$ cat src/rtl/rv32i_types.sv
// Shared RV32I pipeline types: IF/ID stage register layout and fetch FSM states.
package rv32i_types;

    localparam logic [31:0] PC_STEP = 32'd4;

    typedef struct packed {
        logic [31:0] pc;
        logic [31:0] instr;
        logic        valid;
    } IF_ID_stage_t;

    typedef enum logic [1:0] {
        REQ  = 2'd0,
        HOLD = 2'd1,
        DROP = 2'd2
    } fetch_state_t;

    // Instruction fetches are always word aligned.
    function automatic logic [31:0] word_align(input logic [31:0] a);
        return a & ~32'h3;
    endfunction

endpackage

$ cat src/rtl/i_fetch_if.sv
// Instruction memory request/response port: one outstanding single-word read.
interface i_fetch_if;
    logic        imem_read;
    logic [31:0] imem_address;
    logic        imem_resp;
    logic [31:0] imem_rdata;

    modport master (output imem_read, output imem_address,
                    input  imem_resp, input  imem_rdata);
    modport slave  (input  imem_read, input  imem_address,
                    output imem_resp, output imem_rdata);
endinterface

$ cat src/rtl/i_fetch.sv
// IF stage: PC, one-entry stall buffer and redirect squashing, feeding the IF/ID register.
module i_fetch
    import rv32i_types::*;
#(
    parameter logic [31:0] RESET_PC = 32'h40000060
) (
    input  logic          clk,
    input  logic          rst,
    i_fetch_if.master     imem,
    input  logic          stall,
    input  logic          redirect,
    input  logic [31:0]   redirect_pc,
    output IF_ID_stage_t  if_out
);

    fetch_state_t state_q, state_d;
    logic [31:0]  fetch_pc_q, fetch_pc_d;
    logic [31:0]  target_q, target_d;
    logic [31:0]  hold_instr_q, hold_instr_d;
    IF_ID_stage_t if_out_q, if_out_d;
    logic [31:0]  redir_pc;

    assign redir_pc          = word_align(redirect_pc);
    assign imem.imem_address = fetch_pc_q;
    assign imem.imem_read    = !rst && (state_q != HOLD);
    assign if_out            = if_out_q;

    always_comb begin
        state_d      = state_q;
        fetch_pc_d   = fetch_pc_q;
        target_d     = target_q;
        hold_instr_d = hold_instr_q;
        if_out_d     = if_out_q;

        if (redirect) begin
            if_out_d.valid = 1'b0;
        end else if (!stall && !(state_q == REQ && imem.imem_resp) && state_q != HOLD) begin
            if_out_d.valid = 1'b0;
        end

        unique case (state_q)
            REQ: begin
                if (redirect) begin
                    // Address must stay stable while a request is outstanding.
                    if (imem.imem_resp) fetch_pc_d = redir_pc;
                    else begin
                        target_d = redir_pc;
                        state_d  = DROP;
                    end
                end else if (imem.imem_resp) begin
                    if (!stall) begin
                        if_out_d   = '{pc: fetch_pc_q, instr: imem.imem_rdata, valid: 1'b1};
                        fetch_pc_d = fetch_pc_q + PC_STEP;
                    end else begin
                        hold_instr_d = imem.imem_rdata;
                        state_d      = HOLD;
                    end
                end
            end
            HOLD: begin
                if (redirect) begin
                    fetch_pc_d = redir_pc;
                    state_d    = REQ;
                end else if (!stall) begin
                    if_out_d   = '{pc: fetch_pc_q, instr: hold_instr_q, valid: 1'b1};
                    fetch_pc_d = fetch_pc_q + PC_STEP;
                    state_d    = REQ;
                end
            end
            DROP: begin
                if (imem.imem_resp) begin
                    fetch_pc_d = redirect ? redir_pc : target_q;
                    state_d    = REQ;
                end else if (redirect) begin
                    target_d = redir_pc;
                end
            end
            default: state_d = REQ;
        endcase
    end

    always_ff @(posedge clk) begin
        if (rst) begin
            state_q      <= REQ;
            fetch_pc_q   <= RESET_PC;
            target_q     <= '0;
            hold_instr_q <= '0;
            if_out_q     <= '0;
        end else begin
            state_q      <= state_d;
            fetch_pc_q   <= fetch_pc_d;
            target_q     <= target_d;
            hold_instr_q <= hold_instr_d;
            if_out_q     <= if_out_d;
        end
    end

endmodule

$ cat src/flat_wrapper.sv
// flat-port wrapper written by rule: the top's interface ports become plain ports
module i_fetch_flat import rv32i_types::*;
#(
    parameter logic [31:0] RESET_PC = 32'h40000060
)
  (clk, rst, stall, redirect, redirect_pc, if_out, imem_imem_read, imem_imem_address, imem_imem_resp, imem_imem_rdata);
  i_fetch_if imem_i ();
  input  logic clk;
  input  logic rst;
  input  logic stall;
  input  logic redirect;
  input  logic [31:0] redirect_pc;
  output IF_ID_stage_t if_out;
  output wire logic [$bits(imem_i.imem_read)-1:0] imem_imem_read;
  output wire logic [$bits(imem_i.imem_address)-1:0] imem_imem_address;
  input wire logic [$bits(imem_i.imem_resp)-1:0] imem_imem_resp;
  input wire logic [$bits(imem_i.imem_rdata)-1:0] imem_imem_rdata;
  assign imem_imem_read = imem_i.imem_read;
  assign imem_imem_address = imem_i.imem_address;
  assign imem_i.imem_resp = imem_imem_resp;
  assign imem_i.imem_rdata = imem_imem_rdata;
  i_fetch #(.RESET_PC(RESET_PC)) u_core (.clk(clk), .rst(rst), .imem(imem_i), .stall(stall), .redirect(redirect), .redirect_pc(redirect_pc), .if_out(if_out));
endmodule
$ cat config.mk
export PLATFORM = sky130hd
export DESIGN_NAME = i_fetch_flat
export DESIGN_NICKNAME = d
export VERILOG_FILES = /design/src/rtl/rv32i_types.sv /design/src/rtl/i_fetch_if.sv /design/src/rtl/i_fetch.sv /design/src/flat_wrapper.sv
export SDC_FILE = /design/constraint.sdc
export NUM_CORES = 1
export LEC_CHECK = 0
export BUFFER_PORTS_ARGS = -buffer_cell sky130_fd_sc_hd__clkbuf_2
export CAP_MARGIN = 20
export CORE_ASPECT_RATIO = 0.75
export CORE_MARGIN = 2
export CORE_UTILIZATION = 53
export CTS_CLUSTER_DIAMETER = 30
export DETAILED_ROUTE_END_ITERATION = 10
export PLACE_DENSITY = 0.9
export SYNTH_ARGS = -nofsm -noshare
export SYNTH_HDL_FRONTEND = slang
export SYNTH_SLANG_ARGS = --single-unit
$ cat constraint.sdc
create_clock -name clk -period 3.9 [get_ports clk]
set_input_delay 0.195 -clock clk [delete_from_list [all_inputs] [get_ports clk]]
set_output_delay 0.195 -clock clk [all_outputs]
set_load 0.005 [all_outputs]
==> impl_metrics.ini <==
[run_status]
run_status = finished clean

[drt]
route.antenna.remaining_nets = 0
detail_route.first_pass.iterations = 7
first_iter_violations = 941
num_vias = 7260
routed_wire_length_per_instance_um = 17.0
detail_route.wirelength_um = 20700
viasPerCell = 5.96
drc = 0

[critical_path]
timing.rr.start = u_core.state_q[1]
worst_r2r_endpoint = u_core.imem.imem_address[20]
arr_time_crit_path_ns = 3.01
worst_r2r_path_depth = 5
cp_max_fo = 27
critical_path.endpoint_type = flip-flop
r2r_setup_slack_ns = 1.24
worstSetupStartpointType = flip-flop
setup.worst_path.class = reg2reg
timing.critical_path.required_ns = 4.25

[placement]
dp_hpwl_um = 13500
numPortBuffers = 164
placedCellCount = 1178
gpl.final_weighted_congestion = 0.905

[clock_network]
cts_sinks = 163
cts_inserted_buffers = 17
cts_root_buf = clkbuf_16
cts_resized = 0
clk_pin_slew_worst_paths_ns = 0.06
cts_tree = built
clock_insertion_delay_worst_skew_ns = 0.42
clock_path_buffers = 2
htreeDepth = 4

[timing]
clock_skew_ns = 0.0103
hold_ws_ns = 0.0102
grt_setup_unrepaired = no
worst_tran_pin_value_ns = 1.07
finalSetupTns_ns = 0
finalMaxSlewViolations = 0
hold_viol = 0
post-route-period-util = 0.683
layout_min_cycle_time_ns = 2.66
slew_headroom = 0.286
max_freq_mhz = 376
report.final.setup_viol = 0

[synth]
mappedNetlistNets = 977
synth_top_cells_by_count = nand2_1 (231), dfxtp_1 (163), a21oi_1 (126)
netlist.area_leader.share = 0.466
ys_seq_elements = 163
yosysWarnings = 0
yosysUniqueCellTypes = 62
synth_flop_cell = dfxtp_1
ys_top_cells_by_area = dfxtp_1 (47%), nand2_1 (12%), a21oi_1 (9.0%)
synth-async-reset-ratio = 0
sequential_element_share_of_the_synthesized_area = 0.466
number_of_synthesized_flops_with_an_enable_pin = 0
number_of_instances_in_the_synthesized_netlist = 907
synth_area_leader_cell = dfxtp_1
mappedNetlistArea_um2 = 7010
avgSynthCellArea_um2 = 7.73
synth_most_common_cell = nand2_1

[floorplan]
initial_util = 0.540
die_width_um = 137
io_pins = 167
core_region_area_um2 = 13000
design.die.area_um2 = 14200
placementRows = 36
floorplan.die.height_um = 104

[worst_hold_path]
whs_path_depth = 3
hold_path.class = in2reg
timing.hold.worst.start = imem_imem_rdata[20]
hold_end = u_core.hold_instr_q[20]

[grt]
grt_use_total = 0.288
grt_antenna_before_repair = 0
grt_first_pass_wirelength_um = 32600
grt_pass1_vias = 6399
maximum_number_of_pins_on_one_net_before_global_route_repair = 74
gr-total-overflow = 0

[layout]
synthToLayoutAreaGrowth_pct = 21.7
final_util = 0.657
antennaDiodeCount = 0
drive_above_1_share = 0.217
nNetsFinal = 1104
stdcell_count = 1218

[flow_run]
drv.max_cap_violation_count = 0

[power]
leakage_nw = 3.31
power-per-cell-area_nw_per_um2 = 452
worst_ir_drop_vdd_mv = 0.347
-- through the flow --
step | instance area (um2) | worst slack (ns) | total power [mW]
final | 8530 | 1.24 | 3.85
after global routing | 8530 | 1.12 | 3.99
after CTS | 8500 | 1.32 | 3.85
after detailed placement | 7860 | 1.35 | 2.23
after global placement | 7860 | 1.41 | 2.22
after floorplan | 7010 | 2.06 | 2.06
-- logic make-up after synthesis --
logic type,synth area share
and+or+nand+nor,0.255
AOI/OAI and AO/OA,0.217
DFF,0.466
buffers and inverters,0.0478
xor gates and xnor gates,0.00625
muxes,0.00625
adders and majority gates,0.00179
-- worst max path at each step --
stage,startpoint,to,slack [ns],cells after the start
after floorplan,u_core.imem.imem_address[2],u_core.imem.imem_address[24],2.06,6
after detailed placement,u_core.state_q[1],u_core.imem.imem_address[20],1.35,5
after global routing,u_core.state_q[1],u_core.imem.imem_address[22],1.12,6
after CTS,u_core.state_q[1],u_core.imem.imem_address[20],1.32,5
after global placement,u_core.state_q[1],u_core.imem.imem_address[20],1.41,5
final,u_core.state_q[1],u_core.imem.imem_address[20],1.24,5
-- critical path: stages, from the launching register on --
cell     delay, ns
dfxtp_1       0.65
nor2_1        0.22
a221o_1       0.70
or4_1         0.62
mux2_2        0.27
a21oi_1       0.13
-- power breakdown --
group          leakage, nW  total [mW]  switching (mW)  internal (mW)
Combinational         1.72       0.407           0.251          0.156
Sequential            1.33        1.81          0.0776           1.74
Clock                0.261        1.63           0.684          0.948
Total                 3.31        3.85            1.01           2.84
-- layout make-up --
| type | instances | area [um2] |
|---|---|---|
| clock buffer | 21 | 440 |
| clock inverter | 11 | 129 |
| fill | 1124 | 4450 |
| inverter | 5 | 18.8 |
| multi-input combinational | 661 | 3440 |
| sequential | 163 | 3260 |
| tap | 171 | 214 |
| timing repair buffer | 186 | 1030 |
-- sequential cells by signal (all words and copies together) (netlist names) --
name / count
u_core.if_out: 65
u_core.hold_instr_q: 32
u_core.imem.imem_address: 32
u_core.target_q: 32
u_core.state_q: 2
-- per-layer routing --
metal	vias up	GRT usage	share of wire
li1	3450	-	-
met1	3308	0.428	0.45
met2	437	0.395	0.41
met3	65	0.0768	0.11
met4	0	0.108	0.030
met5	-	0	0
-- layout by cell type (no fill, tap or decap), types with 3 or more instances in the layout --
cell and instances:
a211oi_1 14, a21o_1 3, a21oi_1 126, a221oi_1 29, a222oi_1 4, a31oi_1 8, and3_1 10, and4_1 3
buf_4 15, clkbuf_1 4, clkbuf_16 17, clkbuf_2 163, clkinvlp_4 5, dfxtp_1 163, dlygate4sd3_1 7, inv_1 4
inv_6 3, nand2_1 231, nand2b_1 3, nand3_1 21, nand4_1 9, nor2_1 61, nor2_2 4, nor3_1 38
nor4_1 3, o211ai_1 6, o21ai_0 29, o31ai_1 3, or3_1 5, or4_1 3, xor2_1 3
-- what timing repair did --
item,in CTS,in global routing
buffers inserted,0,0
endpoints found under the setup margin,0,0
hold buffers,7,0
hold endpoints to repair,7,0
Power figures use the tool's default switching activity.
